### src/rtl/hazard_unit_mc.sv
// hazard_unit_mc: forwarding select, stall/bubble generation and MD busy tracking for the 5-stage MIPS pipe.
// Define HAZ_PERF_EN to add saturating stall_cnt / md_stall_cnt performance counters.
module hazard_unit_mc #(
  parameter int REG_AW  = 5,
  parameter int MUL_LAT = 5,
  parameter int DIV_LAT = 10,
  parameter int CNT_W   = 4
) (
  input  logic              clk,
  input  logic              reset,
  input  logic [REG_AW-1:0] rs_D,
  input  logic [REG_AW-1:0] rt_D,
  input  logic [1:0]        tuse_rs_D,
  input  logic [1:0]        tuse_rt_D,
  input  logic [REG_AW-1:0] rs_E,
  input  logic [REG_AW-1:0] rt_E,
  input  logic [REG_AW-1:0] wa_E,
  input  logic [REG_AW-1:0] wa_M,
  input  logic [REG_AW-1:0] wa_W,
  input  logic              wen_E,
  input  logic              wen_M,
  input  logic              wen_W,
  input  logic [1:0]        tnew_E,
  input  logic              tnew_M,
  input  logic              md_start_E,
  input  logic              md_div_E,
  input  logic              md_use_D,
  output logic              ForwardAD,
  output logic              ForwardBD,
  output logic [1:0]        ForwardAE,
  output logic [1:0]        ForwardBE,
  output logic              stall,
  output logic              nop,
  output logic              md_busy,
`ifdef HAZ_PERF_EN
  output logic [31:0]       stall_cnt,
  output logic [31:0]       md_stall_cnt,
`endif
  output logic [CNT_W-1:0]  md_cnt
);

  localparam logic [REG_AW-1:0] REG_ZERO = {REG_AW{1'b0}};
  localparam logic [CNT_W-1:0]  CNT_ZERO = {CNT_W{1'b0}};
  localparam logic [CNT_W-1:0]  CNT_ONE  = {{(CNT_W-1){1'b0}}, 1'b1};
  localparam logic [CNT_W-1:0]  MUL_LOAD = CNT_W'(MUL_LAT);
  localparam logic [CNT_W-1:0]  DIV_LOAD = CNT_W'(DIV_LAT);

  logic [CNT_W-1:0] md_cnt_r;
  logic [CNT_W-1:0] md_cnt_nxt_s;
  logic             md_busy_r;
  logic             data_stall_s;
  logic             md_stall_s;
  logic             stall_s;
  logic             fwd_ad_s;
  logic             fwd_bd_s;
  logic [1:0]       fwd_ae_s;
  logic [1:0]       fwd_be_s;

  // E-stage operand source: M result (only once it exists) beats W; $0 never forwarded.
  function automatic logic [1:0] fwd_e_sel(input logic [REG_AW-1:0] src,
                                           input logic wen_m, input logic [REG_AW-1:0] wa_m,
                                           input logic tnew_m,
                                           input logic wen_w, input logic [REG_AW-1:0] wa_w);
    logic [1:0] sel;
    if (src != REG_ZERO && wen_m && wa_m == src && tnew_m == 1'b0) begin
      sel = 2'b10;
    end else if (src != REG_ZERO && wen_w && wa_w == src) begin
      sel = 2'b01;
    end else begin
      sel = 2'b00;
    end
    return sel;
  endfunction

  // A D-stage read stalls when a producer in E or M will not have its result before Tuse.
  function automatic logic data_hz(input logic [REG_AW-1:0] src, input logic [1:0] tuse,
                                   input logic wen_e, input logic [REG_AW-1:0] wa_e,
                                   input logic [1:0] tnew_e,
                                   input logic wen_m, input logic [REG_AW-1:0] wa_m,
                                   input logic tnew_m);
    return (src != REG_ZERO) && (tuse != 2'd3) &&
           ((wen_e && wa_e == src && tnew_e > tuse) ||
            (wen_m && wa_m == src && {1'b0, tnew_m} > tuse));
  endfunction

  // Forwarding selects and stall terms, all gated off while reset is held.
  always_comb begin
    data_stall_s = data_hz(rs_D, tuse_rs_D, wen_E, wa_E, tnew_E, wen_M, wa_M, tnew_M) ||
                   data_hz(rt_D, tuse_rt_D, wen_E, wa_E, tnew_E, wen_M, wa_M, tnew_M);
    md_stall_s   = md_use_D && (md_busy_r || md_start_E);
    if (reset) begin
      stall_s  = data_stall_s || md_stall_s;
      fwd_ae_s = fwd_e_sel(rs_E, wen_M, wa_M, tnew_M, wen_W, wa_W);
      fwd_be_s = fwd_e_sel(rt_E, wen_M, wa_M, tnew_M, wen_W, wa_W);
      fwd_ad_s = (rs_D != REG_ZERO) && wen_M && (wa_M == rs_D) && (tnew_M == 1'b0);
      fwd_bd_s = (rt_D != REG_ZERO) && wen_M && (wa_M == rt_D) && (tnew_M == 1'b0);
    end else begin
      stall_s  = 1'b0;
      fwd_ae_s = 2'b00;
      fwd_be_s = 2'b00;
      fwd_ad_s = 1'b0;
      fwd_bd_s = 1'b0;
    end
  end

  // MD latency counter next state; a start while busy is ignored.
  always_comb begin
    md_cnt_nxt_s = md_cnt_r;
    if (md_start_E && md_cnt_r == CNT_ZERO) begin
      if (md_div_E) begin
        md_cnt_nxt_s = DIV_LOAD;
      end else begin
        md_cnt_nxt_s = MUL_LOAD;
      end
    end else if (md_cnt_r != CNT_ZERO) begin
      md_cnt_nxt_s = md_cnt_r - CNT_ONE;
    end else begin
      md_cnt_nxt_s = CNT_ZERO;
    end
  end

  // MD counter and busy flag registers.
  always_ff @(posedge clk) begin
    if (!reset) begin
      md_cnt_r  <= CNT_ZERO;
      md_busy_r <= 1'b0;
    end else begin
      md_cnt_r  <= md_cnt_nxt_s;
      md_busy_r <= (md_cnt_nxt_s != CNT_ZERO);
    end
  end

`ifdef HAZ_PERF_EN
  logic [31:0] stall_cnt_r;
  logic [31:0] md_stall_cnt_r;

  // Saturating stall counters.
  always_ff @(posedge clk) begin
    if (!reset) begin
      stall_cnt_r    <= 32'd0;
      md_stall_cnt_r <= 32'd0;
    end else begin
      if (stall_s && stall_cnt_r != 32'hFFFF_FFFF) begin
        stall_cnt_r <= stall_cnt_r + 32'd1;
      end else begin
        stall_cnt_r <= stall_cnt_r;
      end
      if (md_stall_s && md_stall_cnt_r != 32'hFFFF_FFFF) begin
        md_stall_cnt_r <= md_stall_cnt_r + 32'd1;
      end else begin
        md_stall_cnt_r <= md_stall_cnt_r;
      end
    end
  end

  assign stall_cnt    = stall_cnt_r;
  assign md_stall_cnt = md_stall_cnt_r;
`endif

  assign ForwardAD = fwd_ad_s;
  assign ForwardBD = fwd_bd_s;
  assign ForwardAE = fwd_ae_s;
  assign ForwardBE = fwd_be_s;
  assign stall     = stall_s;
  assign nop       = stall_s;
  assign md_busy   = md_busy_r;
  assign md_cnt    = md_cnt_r;

endmodule

### config.mk
export PLATFORM = sky130hd
export DESIGN_NAME = hazard_unit_mc
export DESIGN_NICKNAME = d
export VERILOG_FILES = /design/src/rtl/hazard_unit_mc.sv
export SDC_FILE = /design/constraint.sdc
export NUM_CORES = 1
export LEC_CHECK = 0
export ABC_AREA = 1
export CAP_MARGIN = 10
export CORE_UTILIZATION = 28
export CTS_CLUSTER_SIZE = 10
export DETAILED_ROUTE_END_ITERATION = 8
export PLACE_DENSITY_LB_ADDON = 0.3
export SLEW_MARGIN = 5
export SYNTH_ARGS = -nofsm -noshare
export SYNTH_HDL_FRONTEND = slang
export SYNTH_SLANG_ARGS = --single-unit
### constraint.sdc
create_clock -name clk -period 2.8 [get_ports clk]
set_input_delay 0.28 -clock clk [delete_from_list [all_inputs] [get_ports clk]]
set_output_delay 0.28 -clock clk [all_outputs]
set_load 0.1 [all_outputs]
==> flow_summary_export.csv <==
group,metric,value,unit
sta,grt_setup_unrepaired,"false",
synth,mappedNetlistArea,1160,µm²
worst_setup_path,worstSetupPathType,"input pin to output pin",
layout,final_cells,323,
sta,slew_headroom,65.4,%
clocking,cts_hold_buf,0,
layout,area_delta_synth_final,69.0,%
grt,grt_overflow_total,0,
synth,async_reset_ff_share,0,%
synth,synth.area.top_cells,"nand2_1 (19%), inv_1 (10%), dfxtp_1 (8.6%)",
synth,synth_top_area_share,18.8,%
place,port_buffers,62,
synth,synth_cells,208,
place,gp_congestion,0.879,
route,drt-initial-drc-count,67,
worst_hold_path,holdCritPathClass,"register to register",
clocking,clkLatencyLatePin,220,ps
grt,antenna_found_initial,0,
clocking,clock-sinks,5,
route,ant_nets,0,
worst_setup_path,cp-end-kind,"output pin",
sta,timing.fmax,412,MHz
power,power_density,405,nW/µm²
layout,diodes,0,
clocking,clockBufferDepth,2,
run_status,status,"finished, final reports clean",
grt,grt_max_degree,8,
place,place_inst,319,
route,totalWireLength,3560,µm
grt,grt_pass1_wl,5680,µm
grt,grt_pass1_vias,1306,
power,p_leak,0.933,nW
clocking,cts_setup_buffers,0,
flow_run,maxCapViolations,0,
layout,drive_above_1_share,15.4,%
route,wire_per_inst,11.0,µm
layout,nets,330,
die,initial_core_util,29.0,%
synth,synthesis.nets,264,
grt,grt_usage,16.5,%
clocking,cts-root-buf,"clkbuf_8",
synth,ys.flop_type,"dfxtp_1",
sta,final-max-slew-violation-count,0,
synth,synth.distinct_cells,32,
synth,synth_top_area_cell,"nand2_1",
sta,hold_viol_final,0,
sta,min_period_over_period,86.7,%
sta,setup_viol,0,
worst_setup_path,crit_arrival,2150,ps
route,via_per_inst,4.77,
clocking,post_cts_resized,0,
sta,fin_crit,2430,ps
sta,tightest_slew,514,ps
synth,ys_ff_latch,5,
synth,synth-edff-count,0,
die,num_rows,23,
place,dpl.hpwl,3090,µm
die,die_w,66.3,µm
worst_setup_path,start_kind,"input pin",
die,io_pins,63,
worst_setup_path,cp.required,2520,ps
power,ir_drop,0.000622,V
synth,avgSynthCellArea,5.57,µm²
clocking,cts_tree,"done",
route,drc,0,
clocking,cts_max_level,1,
sta,tns,0,ps
synth,yosys_warnings,0,
synth,synth.most_common_cell,"nand2_1",
die,dieArea,4400,µm²
synth,yosysSeqAreaShare,8.64,%
route,vias,1541,
clocking,clk_pin_slew,30,ps
die,die_height,66.3,µm
sta,clock_skew,1.05,ps
synth,netlist_top_cells_count,"nand2_1 (58), inv_1 (32), nor2_1 (20)",
die,core_area,4000,µm²
clocking,cts_made_buffers,3,
worst_setup_path,worstPathMaxFanout,3,
route,drt_pre_antenna_iters,5,
-- layout by cell type (no fill, tap or decap), types with 7 or more instances in the layout --
cell,n
nand2_1,58
clkdlybuf4s50_1,49
inv_1,32
nor2_1,20
nand3_1,9
xor2_1,9
inv_2,8
buf_12,8
nor3_1,7
-- state kept, by name (all words and copies together) (netlist names) --
name     flops
md_cnt       4
md_busy      1
-- cells by family after synthesis --
logic type,after synthesis,share of synthesized area (%)
AO/OA/AOI/OAI,28,15.6
buffers and inverters,41,13.6
XOR/XNOR,11,8.32
AND/OR/NAND/NOR,117,47.4
adder cells (fa/ha/maj),6,6.48
flip-flops,5,8.64
-- routing by layer --
layer	wire length, µm	GRT usage [%]	up-vias
li1	-	-	805
met1	1650	21.6	685
met2	1670	29.2	49
met3	226	1.72	2
met4	13	2.39	0
met5	0	0	-
-- report_power, final --
part           total [mW]  switching [mW]  leakage (nW)  internal (mW)
logic               0.544           0.356         0.868          0.188
clock network       0.131          0.0336        0.0228         0.0976
registers           0.119          0.0243        0.0413         0.0944
total               0.794           0.414         0.933          0.380
-- cell type report --
type / instances / area (µm²)
Multi-Input combinational cell: 162 / 912
Sequential cell: 5 / 100
Fill cell: 430 / 2040
Clock buffer: 4 / 45.0
Tap cell: 50 / 62.6
Inverter: 40 / 150
Timing Repair Buffer: 62 / 688
-- per-stage QoR --
step	area [µm²]	power, mW	util (%)	setup slack (ps)	hold WS (ps)
CTS	1960	0.800	49.0	348	577
floorplan	1170	0.488	-	210	454
global route	1960	0.845	49.0	174	613
detailed placement	1910	0.663	47.8	356	570
global placement	1910	0.661	47.8	373	575
finish	1960	0.794	49.0	373	573
-- final timing paths --
check	from	end	slack (ps)	depth (start not counted)
max	tuse_rt_D[1]	nop	370	14
min	md_cnt[3]	md_cnt[3]	570	2
max reg2reg	md_cnt[1]	md_busy	1670	7
min reg2reg	md_cnt[3]	md_cnt[3]	570	2
-- worst max-delay path: stages --
cell and delay [ps]:
clkdlybuf4s50_1 510, inv_1 60, ha_1 290, inv_1 40, o21bai_1 140, nand2_1 60
nor2_1 80, nand3_1 100, nand2_1 80, nand2_1 40, nand3_1 60, nand2_1 60
inv_1 150, buf_12 200
(Power assumes the default switching activity.)
